File: src/rtl/bcd_pkg.sv
// Shared definitions for the serial BCD ten's-complement datapath.
package bcd_pkg;

    localparam logic [3:0] BCD_NINE = 4'd9;

    typedef enum logic {
        FIRST = 1'b0,
        MID   = 1'b1
    } state_t;

endpackage

File: src/rtl/bcd_nines_comp.sv
// Combinational nine's complement of one BCD digit; codes above nine are
// flagged invalid and complement to zero.
module bcd_nines_comp
    import bcd_pkg::*;
(
    input  logic [3:0] i_digit,
    output logic [3:0] o_comp,
    output logic       o_invalid
);

    logic w_invalid;

    assign w_invalid = (i_digit > BCD_NINE);
    assign o_invalid = w_invalid;
    assign o_comp    = w_invalid ? 4'd0 : (BCD_NINE - i_digit);

endmodule

File: src/rtl/bcd_tens_comp_serial.sv
// Serial ten's complement of BCD words streamed LSD first, one digit per
// cycle through a single skid-free output register.
module bcd_tens_comp_serial
    import bcd_pkg::*;
#(
    parameter int NDIG = 8
) (
    input  logic       clk,
    input  logic       rst_n,
    input  logic       in_valid,
    input  logic [3:0] in_digit,
    input  logic       in_last,
    output logic       in_ready,
    output logic       out_valid,
    output logic [3:0] out_digit,
    output logic       out_last,
    output logic       out_err,
    input  logic       out_ready
);

    localparam logic [3:0] NDIG_L = 4'(NDIG);

    state_t     r_state;
    logic       r_carry;
    logic [3:0] r_cnt;
    logic       r_sticky;
    logic       r_out_valid;
    logic [3:0] r_out_digit;
    logic       r_out_last;
    logic       r_out_err;

    logic       w_accept;
    logic [3:0] w_comp;
    logic       w_invalid;
    logic       w_carry_in;
    logic       w_sticky_in;
    logic [3:0] w_sum;
    logic       w_wrap;
    logic [3:0] w_cnt;
    logic       w_forced;
    logic       w_end;
    logic       w_word_err;

    bcd_nines_comp u_nines (
        .i_digit   (in_digit),
        .o_comp    (w_comp),
        .o_invalid (w_invalid)
    );

    assign in_ready = !r_out_valid || out_ready;
    assign w_accept = in_valid && in_ready;

    // A new word always starts with carry 1 and a clean error history,
    // regardless of what the previous word left in the registers.
    assign w_carry_in  = (r_state == FIRST) ? 1'b1 : r_carry;
    assign w_sticky_in = (r_state == FIRST) ? 1'b0 : r_sticky;
    assign w_sum       = w_comp + {3'd0, w_carry_in};
    assign w_wrap      = (w_sum == 4'd10);

    assign w_cnt      = ((r_state == FIRST) ? 4'd0 : r_cnt) + 4'd1;
    assign w_forced   = !in_last && (w_cnt == NDIG_L);
    assign w_end      = in_last || w_forced;
    assign w_word_err = w_invalid || w_sticky_in;

    always_ff @(posedge clk) begin
        if (!rst_n) begin
            r_state     <= FIRST;
            r_carry     <= 1'b1;
            r_cnt       <= 4'd0;
            r_sticky    <= 1'b0;
            r_out_valid <= 1'b0;
            r_out_digit <= 4'd0;
            r_out_last  <= 1'b0;
            r_out_err   <= 1'b0;
        end else if (w_accept) begin
            r_out_valid <= 1'b1;
            r_out_digit <= (w_invalid || w_wrap) ? 4'd0 : w_sum;
            r_out_last  <= w_end;
            r_out_err   <= w_word_err || w_forced;
            r_carry     <= !w_invalid && w_wrap;
            r_state     <= w_end ? FIRST : MID;
            r_cnt       <= w_end ? 4'd0 : w_cnt;
            r_sticky    <= w_end ? 1'b0 : w_word_err;
        end else if (out_ready) begin
            r_out_valid <= 1'b0;
        end
    end

    assign out_valid = r_out_valid;
    assign out_digit = r_out_digit;
    assign out_last  = r_out_last;
    assign out_err   = r_out_err;

endmodule

File: config.mk
export PLATFORM = sky130hd
export DESIGN_NAME = bcd_tens_comp_serial
export DESIGN_NICKNAME = d
export VERILOG_FILES = /design/src/rtl/bcd_pkg.sv /design/src/rtl/bcd_nines_comp.sv /design/src/rtl/bcd_tens_comp_serial.sv
export SDC_FILE = /design/constraint.sdc
export NUM_CORES = 1
export LEC_CHECK = 0
export BUFFER_PORTS_ARGS = -buffer_cell sky130_fd_sc_hd__buf_2
export CORE_ASPECT_RATIO = 1.4
export CORE_MARGIN = 2
export CORE_UTILIZATION = 25
export CTS_BUF_LIST = sky130_fd_sc_hd__clkbuf_4
export CTS_CLUSTER_DIAMETER = 30
export DETAILED_ROUTE_END_ITERATION = 10
export PLACE_DENSITY_LB_ADDON = 0.08
export SYNTH_ARGS = -nofsm -noshare
export SYNTH_HDL_FRONTEND = slang
export SYNTH_SLANG_ARGS = --single-unit
File: constraint.sdc
create_clock -name clk -period 2.3 [get_ports clk]
set_clock_uncertainty 0.05 [all_clocks]
set_input_delay 0.345 -clock clk [delete_from_list [all_inputs] [get_ports clk]]
set_output_delay 0.345 -clock clk [all_outputs]
set_load 0.05 [all_outputs]
== After elaboration in Yosys (flattened, before gate mapping) ==
Cells that the tools add are included.
Storage, ports and cells
  bits in registers: 14
  bits in latches: 0
  memory bits (writable): 0
  ROM bits: 0
  bits of input ports: 9
  word-level logic and storage cells: 36
  memories: 0
Cells by class
  $add $sub $neg: 3
  multipliers: 0
  div/mod/pow operators: 0
  $lt $le $gt $ge: 1
  equal/unequal tests: 2
  shift operators: 0
  muxes and demuxes: 10
  bitwise gates (word level): 0
  reduce and logical (&&, ||, !) cells: 12
Operator list (number)
  4-bit two-way mux: 4
  4-bit == test (second input constant): 2
  1-bit two-way mux: 6
  1-bit logical OR: 5
  4-bit by 1-bit adder with 4-bit output: 1
  4-bit by 1-bit adder with 4-bit output (second input constant): 1
  4-bit greater-than comparator (second input constant): 1
  4-bit subtractor (first input constant): 1
  1-bit logical AND: 3
  1-bit logical NOT: 3
  2-bit nonzero test: 1

== Longest topological paths before layout ==
Gate-level depths: netlist (run 1).
  word-level depth: 6
  mapped depth: 8
  gate-level depth less buffers: 7

== Hierarchy ==
A second synthesis (run 1) with hierarchy kept.
Second synthesis, totals
  cell total of the unflattened synthesis: 89
  area total of the unflattened synthesis: 775.7 sq um
Modules (own cells, without submodules)
  bcd_tens_comp_serial: times used 1, cells an instance 79, area an instance 715.7 sq um
  bcd_nines_comp: times used 1, cells an instance 10, area an instance 60.1 sq um

== Worst setup path after synthesis (run 1) ==
No wires, ideal clock.
  path type: flip-flop to flip-flop
  from: reg r_out_valid, in the netlist out_valid
  to: reg r_out_digit[0], in the netlist out_digit[0]
  setup time: 0.066 ns
  data arrival time: 1.905 ns
  setup slack: 0.279 ns
  stages on the path, launching flop included: 6
  period minus slack after synthesis: 2.021 ns
  cells stage by stage: dfxtp_1 -> nand2b_1 -> nand2_1 -> clkbuf_1 -> a22oi_1 -> nor2_1
Between the ends
  longest elaborated chain between the ends: 3
RTL lines
  start: declaration: RTL line bcd_tens_comp_serial.sv:27  | logic r_out_valid;
  start signal: assignment: RTL line bcd_tens_comp_serial.sv:71  | r_out_valid <= 1'b0;
  start signal: assignment: RTL line bcd_tens_comp_serial.sv:76  | r_out_valid <= 1'b1;
  start signal: assignment: RTL line bcd_tens_comp_serial.sv:85  | r_out_valid <= 1'b0;
  1-bit logical NOT: RTL line bcd_tens_comp_serial.sv:50  | assign in_ready = !r_out_valid || out_ready;
  1-bit logical OR: RTL line bcd_tens_comp_serial.sv:50
  via in_ready: RTL line bcd_tens_comp_serial.sv:13  | output logic in_ready,
  1-bit logical AND: RTL line bcd_tens_comp_serial.sv:51  | assign w_accept = in_valid && in_ready;
  end signal: assignment: RTL line bcd_tens_comp_serial.sv:77  | r_out_digit <= (w_invalid || w_wrap) ? 4'd0 : w_sum;
  end: declaration: RTL line bcd_tens_comp_serial.sv:28  | logic [3:0] r_out_digit;
The timed path passes the listed nets, and every way through them passes these cells.
A chain may end at the register's enable or synchronous reset.

== Worst setup path after layout (run 1) ==
  from: reg r_state
  to: reg r_cnt[3]
Between the ends
  longest elaborated chain between the ends: 6
RTL lines
  start: declaration: RTL line bcd_tens_comp_serial.sv:23  | state_t r_state;
  start signal: assignment: RTL line bcd_tens_comp_serial.sv:81  | r_state <= w_end ? FIRST : MID;
  4-bit two-way mux (*): RTL line bcd_tens_comp_serial.sv:60  | assign w_cnt = ((r_state == FIRST) ? 4'd0 : r_cnt) + 4'd1;
  4-bit by 1-bit adder with 4-bit output (*): RTL line bcd_tens_comp_serial.sv:60
  4-bit == test: RTL line bcd_tens_comp_serial.sv:61  | assign w_forced = !in_last && (w_cnt == NDIG_L);
  1-bit logical AND: RTL line bcd_tens_comp_serial.sv:61
  1-bit logical OR: RTL line bcd_tens_comp_serial.sv:62  | assign w_end = in_last || w_forced;
  4-bit two-way mux (*): RTL line bcd_tens_comp_serial.sv:82  | r_cnt <= w_end ? 4'd0 : w_cnt;
  end signal: assignment: RTL line bcd_tens_comp_serial.sv:82
  end: declaration: RTL line bcd_tens_comp_serial.sv:25  | logic [3:0] r_cnt;
Every way passes the cells marked *; elsewhere a longest branch is shown, timed or not.

==> results by group, run 1 <==
Detailed routing
  – DR vias: 695
  – Starting DRT DRC Count: 11
  – Total wire length: 1828 um
  – Drt first pass iters: 2
  – WL/cell: 12.69 um
  – Routed Antenna Nets: 0
  – Vias/cell: 4.826
  – Residual DRC: 0

Global route
  – First-pass GRT wire length: 3146 um
  – Gr usage total: 0.1151
  – Total grt overflow: 0
  – Busiest grt layer: met2
  – Largest net degree at the start of global routing: 14
  – Global Route met1 Usage: 0.1143
  – Vias in the first global route: 713
  – Met2 Usage GRT: 0.2137
  – Met3 Resource Use GR: 0.02110
  – Antenna violations before repair: 0

Setup path
  – Reg-to-reg endpoint: r_cnt[3]$_SDFFE_PN0P_
  – R2R Path Start: r_state$_SDFFE_PN0P_
  – Worst Path Required: 2.47 ns
  – Reg2Reg Setup Slack: 0.25 ns
  – WP data arrival: 2.22 ns
  – Worst Path Max Fanout: 10
  – WS Path Type: flip-flop to flip-flop
  – Setup crit start kind: flip-flop
  – Worst Reg-to-Reg Cells: 6
  – Worst Setup End Kind: flip-flop

Yosys
  – Register bit count reported by yosys: 14
  – Synth top area share: 0.3533
  – Top post-synthesis cells by area: dfxtp_1, ha_1, a32o_1
  – Most common flop cell mapped by yosys: dfxtp_1
  – Yosys cell types: 32
  – Sequential area share after synthesis: 0.3533
  – Post-synth EDFFs: 0
  – Asr flop ratio synth: 0
  – Synthesized instance count: 87
  – Post-synth top area cell: dfxtp_1
  – Net Count, Synth: 101
  – Syn. warnings: 0
  – Mapped Area: 793.3 sq um
  – Avg Inst Size Synth: 9.118 sq um

Timing
  – Final hold vios: 0
  – Pins over their slew limit: 0
  – WHS: 0.2764 ns
  – Final setup TNS: 0 ns
  – Slew @ Worst Pin: 0.5159 ns
  – Fin crit period: 2.048 ns
  – Final setup fails: 0
  – F_max: 0.4884 GHz
  – Relative slew slack: 0.6552
  – Final period utilization: 0.8903
  – RSZ-0062 raised after global routing: no

Worst hold path
  – Worst hold start: in_valid
  – Depth of the worst hold-timing path: 3
  – Hold path endpoint: out_valid$_SDFFE_PN0P_
  – HP Class: primary input to flip-flop

Floorplanning
  – Initial Util: 0.2590
  – Num ports: 17
  – Die Width: 51.61 um
  – Core ar.: 3063 sq um
  – Chip Height: 70.65 um
  – Rows: 24
  – Die area: 3646 sq um

Clock network
  – Clock Pin Slew Worst Setup and Hold Paths: 0.09 ns
  – CTS Root Cell: clkbuf_4
  – CTS H-Tree Depth: 1
  – Latest clock arrival within the worst-skew pair: 0.28 ns
  – CTS sink cnt: 14
  – Post-CTS resize count: 0
  – Setup Buffers After CTS: 0
  – CTS max path bufs: 2
  – Hold buffers post-CTS: 0
  – CTS buffer count: 3
  – CTS tree: done

Finish
  – Final Net Count: 120
  – Share of layout cells above drive strength 1: 0.2286
  – Area Overhead vs Synth: 18.14%
  – Post-Layout Cell Count: 144
  – Antenna Cells: 0
  – Core Util, Final: 0.3060
  – FILL cells: 344

Job
  – Max cap viols: 0

Place
  – Placed insts: 140
  – Port Buffers: 16
  – Placer Congestion: 0.7080

Status
  – Status: complete, no violations

Power and ir drop
  – Clock share of power: 0.278
  – Max rail drop VDD: 0.2477 mV
  – PwrDens: 560.6 nW/um^2
  – Sw Ratio: 0.3235
  – Power Total: 0.5254 mW
  – Leakage dissipation: 0.4233 nW
  – Switching power: 0.1699 mW
  – Gate power share: 0.221
  – Cell internal pwr: 0.3554 mW
  – Register share of total power: 0.500
-- worst max path at each step --
stage,cells past startpoint,end,slack [ns],start
2_1_floorplan,5,out_digit[0]$_SDFFE_PN0P_,0.28,out_valid$_SDFFE_PN0P_
3_3_place_gp,6,r_cnt[3]$_SDFFE_PN0P_,0.32,r_state$_SDFFE_PN0P_
3_5_place_dp,6,r_cnt[3]$_SDFFE_PN0P_,0.27,r_state$_SDFFE_PN0P_
4_1_cts,6,r_cnt[3]$_SDFFE_PN0P_,0.26,r_state$_SDFFE_PN0P_
5_1_grt,7,r_cnt[3]$_SDFFE_PN0P_,0.11,r_state$_SDFFE_PN0P_
6_report,6,r_cnt[3]$_SDFFE_PN0P_,0.25,r_state$_SDFFE_PN0P_
-- synthesized netlist by cell type (2+ instances only) --
library cell,instances
dfxtp_1,14
nand2_1,8
a21oi_1,7
inv_1,6
ha_1,5
a32o_1,4
and3_1,4
nor2_1,4
nand3_1,3
o21ai_1,3
a22oi_1,2
a31oi_1,2
clkbuf_1,2
nand2b_1,2
nor2b_1,2
o21ai_0,2
xor2_1,2
-- power groups by stage --
stage	Combinational, mW	Clock [mW]	Sequential, mW
floorplan	0.0589	0	0.295
global placement	0.118	0	0.268
detailed placement	0.118	0	0.269
CTS	0.118	0.156	0.263
global route	0.127	0.167	0.265
finish	0.116	0.146	0.263
-- per-layer routing --
| metal | share of wire | wire length, um |
|---|---|---|
| met1 | 0.40 | 737 |
| met2 | 0.55 | 1004 |
| met3 | 0.026 | 48 |
| met5 | 0 | 0 |
| met4 | 0.021 | 38 |
-- cells by family after synthesis --
logic type                 count (synthesis)  synth area share
AOI/OAI and AO/OA                         26            0.2571
xor gates and xnor gates                   3           0.03313
adders and majority gates                  5           0.07886
and+or+nand+nor                           29            0.1972
buffers and inverters                      9           0.05205
muxes                                      1           0.02839
DFF                                       14            0.3533
-- registers in the layout, summed over array words and instances (netlist names) --
| register | flops |
|---|---|
| out_digit | 4 |
| r_cnt | 4 |
| out_err | 1 |
| out_last | 1 |
| out_valid | 1 |
| r_carry | 1 |
| r_state | 1 |
| r_sticky | 1 |
-- critical path, cell delays in order, from the launching register on --
cell	delay, ns
dfxtp_1	0.41
and2_2	0.25
ha_1	0.22
and3_1	0.21
o21a_4	0.21
or4b_1	0.50
a21oi_1	0.15
-- final cells by class --
class                           instances  area (sq um)  area share
Inverter                                6         22.52     0.02403
Clock inverter                          1         3.754    0.004005
Clock buffer                            3         22.52     0.02403
Timing Repair Buffer                   17         87.58     0.09346
Tap cell                               39         48.80     0.05207
Sequential cell                        14         280.3      0.2991
Multi-Input combinational cell         64         471.7      0.5033
-- cells in the final DEF (no fill, tap or decap), types with 2 or more instances in the layout --
master,n
clkbuf_4,3
a22oi_1,2
buf_2,16
nor2_1,4
o21ai_0,2
nand3_1,3
ha_1,5
nand2b_1,2
o21ai_1,3
a31oi_1,2
dfxtp_1,14
inv_1,6
and3_1,4
a32o_1,4
xor2_1,2
nor2b_1,2
nand2_1,8
a21oi_1,7
-- stage by stage --
step / setup slack [ns] / instance area, sq um
after global placement: 0.3185 / 910.9
after global routing: 0.1061 / 937.1
after detailed placement: 0.2679 / 910.9
after floorplan: 0.2791 / 793.3
after CTS: 0.2614 / 937.1
final: 0.2524 / 937.1
(Power assumes the default switching activity.)
==> run 2: changes to the inputs <==
Settings changed: CELL_PAD_IN_SITES_DETAIL_PLACEMENT set to 0, CELL_PAD_IN_SITES_GLOBAL_PLACEMENT set to 1.
==> run 2 against run 1 <==
First-iteration DRC count up 82%. Count of clock-buffer cells in the layout unchanged. Combinational power about the same. Via count down 4.7%. Largest power group unchanged. Global-route usage down 0.68 points. Non-clock buffer count up 1. Register-to-register slack about the same. Critical endpoint unchanged. Utilization up 0.25 points.
==> results by group, run 2 (synthesis results as in run 1) <==
Status
  – Status: complete, no violations

Detailed routing
  – Residual DRC: 0 (unchanged)
  – Total wire length: 1818 um (-0.55%)
  – Routed Antenna Nets: 0 (unchanged)
  – Drt first pass iters: 4 (+2)
  – Starting DRT DRC Count: 20 (+9)
  – WL/cell: 12.54 um (-1.2%)
  – DR vias: 662 (-4.7%)
  – Vias/cell: 4.566 (-5.4%)

Timing
  – Final period utilization: 0.8953 (+0.005090)
  – PnR worst setup slack: 0.2407 ns (-0.01171 ns)
  – Pins over their slew limit: 0 (unchanged)
  – F_max: 0.4856 GHz (-0.57%)
  – RSZ-0062 raised after global routing: no
  – Final hold vios: 0 (unchanged)
  – WHS: 0.2868 ns (+0.01037 ns)
  – Final setup TNS: 0 ns (unchanged)
  – Fin crit period: 2.059 ns (+0.01171 ns)
  – Relative slew slack: 0.7593 (+0.1041)
  – Slew @ Worst Pin: 0.3610 ns (-0.1548 ns)
  – Final setup fails: 0 (unchanged)

Setup path
  – WS Path Type: flip-flop to flip-flop
  – Worst Path Max Fanout: 10 (unchanged)
  – Crit path from: r_state$_SDFFE_PN0P_
  – WP data arrival: 2.23 ns (about the same)
  – CP delay by family, top: simple AND/OR/NAND/NOR gates
  – Crit-path cells: and2_2 -> ha_1 -> and3_1 -> o21a_4 -> or4b_1 -> a21oi_1
  – Worst Path Required: 2.47 ns (about the same)
  – R2R Path Start: r_state$_SDFFE_PN0P_
  – CP Buf/Inv Count: 0 (unchanged)
  – Setup crit start kind: flip-flop
  – Worst Setup End Kind: flip-flop
  – Slowest-stage cell, CP: or4b_1
  – Crit-path max cell delay: 0.50 ns (about the same)

Floorplanning
  – Chip Height: 70.65 um (unchanged)
  – Die Width: 51.61 um (unchanged)
  – Rows: 24 (unchanged)
  – Die area: 3646 sq um (unchanged)
  – Core ar.: 3063 sq um (unchanged)
  – Num ports: 17 (unchanged)
  – Initial Util: 0.2590 (unchanged)

Worst hold path
  – Worst hold start: in_valid
  – HP Class: primary input to flip-flop

Clock network
  – Setup Buffers After CTS: 0 (unchanged)
  – CTS H-Tree Depth: 1 (unchanged)
  – CTS sink cnt: 14 (unchanged)
  – CTS tree: done
  – Latest clock arrival within the worst-skew pair: 0.28 ns (about the same)
  – CTS max path bufs: 2 (unchanged)
  – Clock Pin Slew Worst Setup and Hold Paths: 0.09 ns (about the same)
  – Post-CTS resize count: 0 (unchanged)
  – CTS Root Cell: clkbuf_4
  – CTS buffer count: 3 (unchanged)
  – Hold buffers post-CTS: 0 (unchanged)

Finish
  – FILL cells: 361 (+4.9%)
  – Final Net Count: 121 (+0.83%)
  – Commonest non-fill, non-tap cell in the layout: buf_2
  – Share of layout cells above drive strength 1: 0.2358 (+0.007278)
  – Leading cell types in the layout, fill and taps excluded: buf_2, dfxtp_1, nand2_1, a21oi_1, inv_1
  – Post-route cell area: 944.7 sq um (+0.80%)
  – Antenna Cells: 0 (unchanged)
  – Area Overhead vs Synth: 19.09%

Power and ir drop
  – PwrDens: 556.6 nW/um^2 (-0.72%)
  – Leakage dissipation: 0.4280 nW (+1.1%)
  – Max rail drop VDD: 0.2475 mV (-0.11%)
  – Power Total: 0.5258 mW (about the same)

Place
  – Port Buffers: 16 (unchanged)
  – Dpl cell area: 918.4 sq um (+0.82%)
  – Placer Congestion: 0.6690 (-5.5%)
  – Dpl hpwl: 1471 um
  – Place WS: 0.2863 ns (+0.01841 ns)

Global route
  – Total grt overflow: 0 (unchanged)
  – First-pass GRT wire length: 2891 um (-8.1%)
  – Antenna violations before repair: 0 (unchanged)
  – Vias in the first global route: 629 (-12%)
  – Largest net degree at the start of global routing: 13 (-1)
  – Gr usage total: 0.1083 (-0.006823)

Job
  – Max cap viols: 0 (unchanged)
run 2: worst min-delay path: cells and delay by family:
kind,cells,cell delay [ns]
AO/OA/AOI/OAI,1,0.05
buffers and inverters,2,0.17
run 2: routing by layer:
metal	vias up	global-route usage	share of wire
li1	350	-	-
met1	300	0.1261	0.43
met2	10	0.1823	0.53
met3	2	0.01899	0.029
met4	0	0.06140	0.012
met5	-	0	0
run 2: worst paths after layout:
| path | end | slack, ns | depth (start not counted) |
|---|---|---|---|
| setup / recovery | r_cnt[3]$_SDFFE_PN0P_ | 0.24 | 6 |
| hold / removal | out_valid$_SDFFE_PN0P_ | 0.29 | 3 |
| setup reg to reg | r_cnt[3]$_SDFFE_PN0P_ | 0.24 | 6 |
| hold reg to reg | out_digit[1]$_SDFFE_PN0P_ | 0.42 | 2 |
run 2: through the flow:
step | utilization | cells
after global routing | 0.3084 | 145
after detailed placement | 0.2998 | 141
after floorplan | - | 87
final | 0.3084 | 145
after CTS | 0.3084 | 145
after global placement | 0.2998 | 141
run 2: area by class of cell:
cell class              instances  area [sq um]  share of cell area
clock buffers                   3         22.52             0.02384
clock inverters                 1         3.754            0.003974
inverters                       6         22.52             0.02384
multi-input cells              64         471.7              0.4993
flip-flops and latches         14         280.3              0.2967
well taps                      39         48.80             0.05166
repair buffers                 18         95.09              0.1007
run 2: power by group:
part / switching [mW] / total, mW / internal, mW
registers: 0.00812 / 0.263 / 0.255
logic: 0.0793 / 0.118 / 0.0390
clock network: 0.0816 / 0.144 / 0.0628
==> run 3: changes to the inputs <==
Settings changed: PLACE_DENSITY_LB_ADDON 0.08 to 0.1.
==> run 3 against run 2 <==
Non-clock buffer count unchanged. Sequential power is essentially flat. Register-to-register slack improved by 0.06 ns. Worst hold slack got worse by 0.012 ns. Largest cell class unchanged. Via count is 3.8% higher. First-iteration DRC count fell by 45%. Combinational power about the same. Power about the same. Routed wire length rose by 0.28%. Cell count unchanged. Maximum frequency is 2.9% higher.
==> results by group, run 3 (synthesis results as in run 1) <==
Floorplanning
  – Die area: 3646 sq um (unchanged)
  – Initial Util: 0.2590 (unchanged)
  – Num ports: 17 (unchanged)
  – Rows: 24 (unchanged)
  – Chip Height: 70.65 um (unchanged)
  – Die Width: 51.61 um (unchanged)
  – Core ar.: 3063 sq um (unchanged)

Clock network
  – Clock Pin Slew Worst Setup and Hold Paths: 0.10 ns (about the same)
  – CTS H-Tree Depth: 1 (unchanged)
  – CTS Root Cell: clkbuf_4
  – CTS buffer count: 3 (unchanged)
  – Latest clock arrival within the worst-skew pair: 0.29 ns (about the same)
  – Hold buffers post-CTS: 0 (unchanged)
  – Setup Buffers After CTS: 0 (unchanged)
  – CTS sink cnt: 14 (unchanged)
  – Post-CTS resize count: 0 (unchanged)
  – CTS tree: done
  – CTS max path bufs: 2 (unchanged)

Setup path
  – Worst Setup End Kind: flip-flop
  – Setup crit start kind: flip-flop
  – Worst Reg-to-Reg Cells: 6 (unchanged)
  – Worst Path Max Fanout: 10 (unchanged)
  – Crit-path cells: and2_2 -> ha_1 -> and3_1 -> o21a_4 -> or4b_1 -> a21oi_1
  – WP data arrival: 2.18 ns (-0.05 ns)
  – Slowest-stage cell, CP: or4b_1
  – Worst Path Required: 2.48 ns (about the same)
  – WS Path Type: flip-flop to flip-flop
  – Crit-path max cell delay: 0.49 ns (about the same)

Global route
  – Gr usage total: 0.1107 (+0.002417)
  – Largest net degree at the start of global routing: 13 (unchanged)
  – Total grt overflow: 0 (unchanged)
  – First-pass GRT wire length: 2967 um (+2.6%)
  – Global Route met1 Usage: 0.1243 (-0.001804)
  – Busiest grt layer: met2
  – Met3 Resource Use GR: 0.02110 (+0.002110)
  – Met2 Usage GRT: 0.1909 (+0.008547)
  – Vias in the first global route: 656 (+4.3%)
  – Antenna violations before repair: 0 (unchanged)

Finish
  – Commonest non-fill, non-tap cell in the layout: buf_2
  – Post-route cell area: 944.7 sq um (unchanged)
  – Final Net Count: 121 (unchanged)
  – Core Util, Final: 0.3084 (unchanged)
  – Area Overhead vs Synth: 19.09% (unchanged)
  – Antenna Cells: 0 (unchanged)
  – Leading cell types in the layout, fill and taps excluded: buf_2, dfxtp_1, nand2_1, a21oi_1, inv_1
  – Share of layout cells above drive strength 1: 0.2358 (unchanged)

Worst hold path
  – Depth of the worst hold-timing path: 3 (unchanged)
  – HP Class: primary input to flip-flop

Power and ir drop
  – Leakage dissipation: 0.4280 nW (unchanged)
  – PwrDens: 556.4 nW/um^2 (about the same)
  – Max rail drop VDD: 0.2424 mV (-2.1%)

Timing
  – RSZ-0062 raised after global routing: no
  – Final setup TNS: 0 ns (unchanged)
  – Pins over their slew limit: 0 (unchanged)
  – Final setup fails: 0 (unchanged)
  – Fin crit period: 2.001 ns (-0.05810 ns)
  – F_max: 0.4997 GHz (+2.9%)
  – PnR worst setup slack: 0.2988 ns (+0.05810 ns)
  – Slew @ Worst Pin: 0.3598 ns (-0.001245 ns)
  – Final hold vios: 0 (unchanged)
  – Final period utilization: 0.8701 (-0.02526)
  – Relative slew slack: 0.7601 (+0.0008310)

Detailed routing
  – Vias/cell: 4.738 (+3.8%)
  – Residual DRC: 0 (unchanged)
  – Drt first pass iters: 4 (unchanged)
  – Starting DRT DRC Count: 11 (-45%)
  – WL/cell: 12.57 um (+0.28%)
  – DR vias: 687 (+3.8%)
  – Total wire length: 1823 um (+0.28%)
  – Routed Antenna Nets: 0 (unchanged)

Place
  – Port Buffers: 16 (unchanged)
  – Dpl cell area: 918.4 sq um (unchanged)
  – Dpl hpwl: 1456 um (-0.98%)
  – Place WS: 0.2837 ns (-0.002666 ns)
  – Placer Congestion: 0.6576 (-1.7%)

Job
  – Max cap viols: 0 (unchanged)

Status
  – Status: complete, no violations
-- run 3: cell counts in the layout (fill, tap and decap cells not counted) --
No cell type changed its count.
-- run 3: worst paths after layout --
path,to,start,slack [ns]
hold reg to reg,out_digit[1]$_SDFFE_PN0P_,out_digit[1]$_SDFFE_PN0P_,0.42
hold / removal,out_valid$_SDFFE_PN0P_,in_valid,0.27
setup reg to reg,r_cnt[3]$_SDFFE_PN0P_,r_state$_SDFFE_PN0P_,0.30
setup / recovery,r_cnt[3]$_SDFFE_PN0P_,r_state$_SDFFE_PN0P_,0.30
-- run 3: routing by layer --
metal,vias to the layer above,wire [um]
met4,0,20
met2,10,1011
met5,-,0
li1,352,-
met3,2,63
met1,323,727
-- run 3: area by class of cell --
| cell class | count | area [sq um] |
|---|---|---|
| Clock buffer | 3 | 22.52 |
| Fill cell | 359 | 2118 |
| Clock inverter | 1 | 3.754 |
| Multi-Input combinational cell | 64 | 471.7 |
| Inverter | 6 | 22.52 |
| Tap cell | 39 | 48.80 |
| Timing Repair Buffer | 18 | 95.09 |
| Sequential cell | 14 | 280.3 |
-- run 3: power by group --
part	leakage, nW	total, mW	switching, mW	internal, mW
combinational	0.298	0.118	0.0787	0.0392
sequential	0.115	0.263	0.00837	0.255
clock	0.0154	0.144	0.0815	0.0629
-- run 3: critical path: cells and delay by family, from the launching register on --
family / cells / cell delay, ns
AO/OA/AOI/OAI: 2 / 0.35
adder cells (fa/ha/maj): 1 / 0.22
flip-flops: 1 / 0.40
AND/OR/NAND/NOR: 3 / 0.93
-- run 3: stage by stage --
stage                     hold WS [ns]  power [mW]  std cells
final                           0.2745      0.5256        145
after global routing            0.2997      0.5554        145
after CTS                       0.2615      0.5365        145
after detailed placement        0.3994      0.3888        141
after global placement          0.4022      0.3886        141
after floorplan                 0.3900      0.3536         87
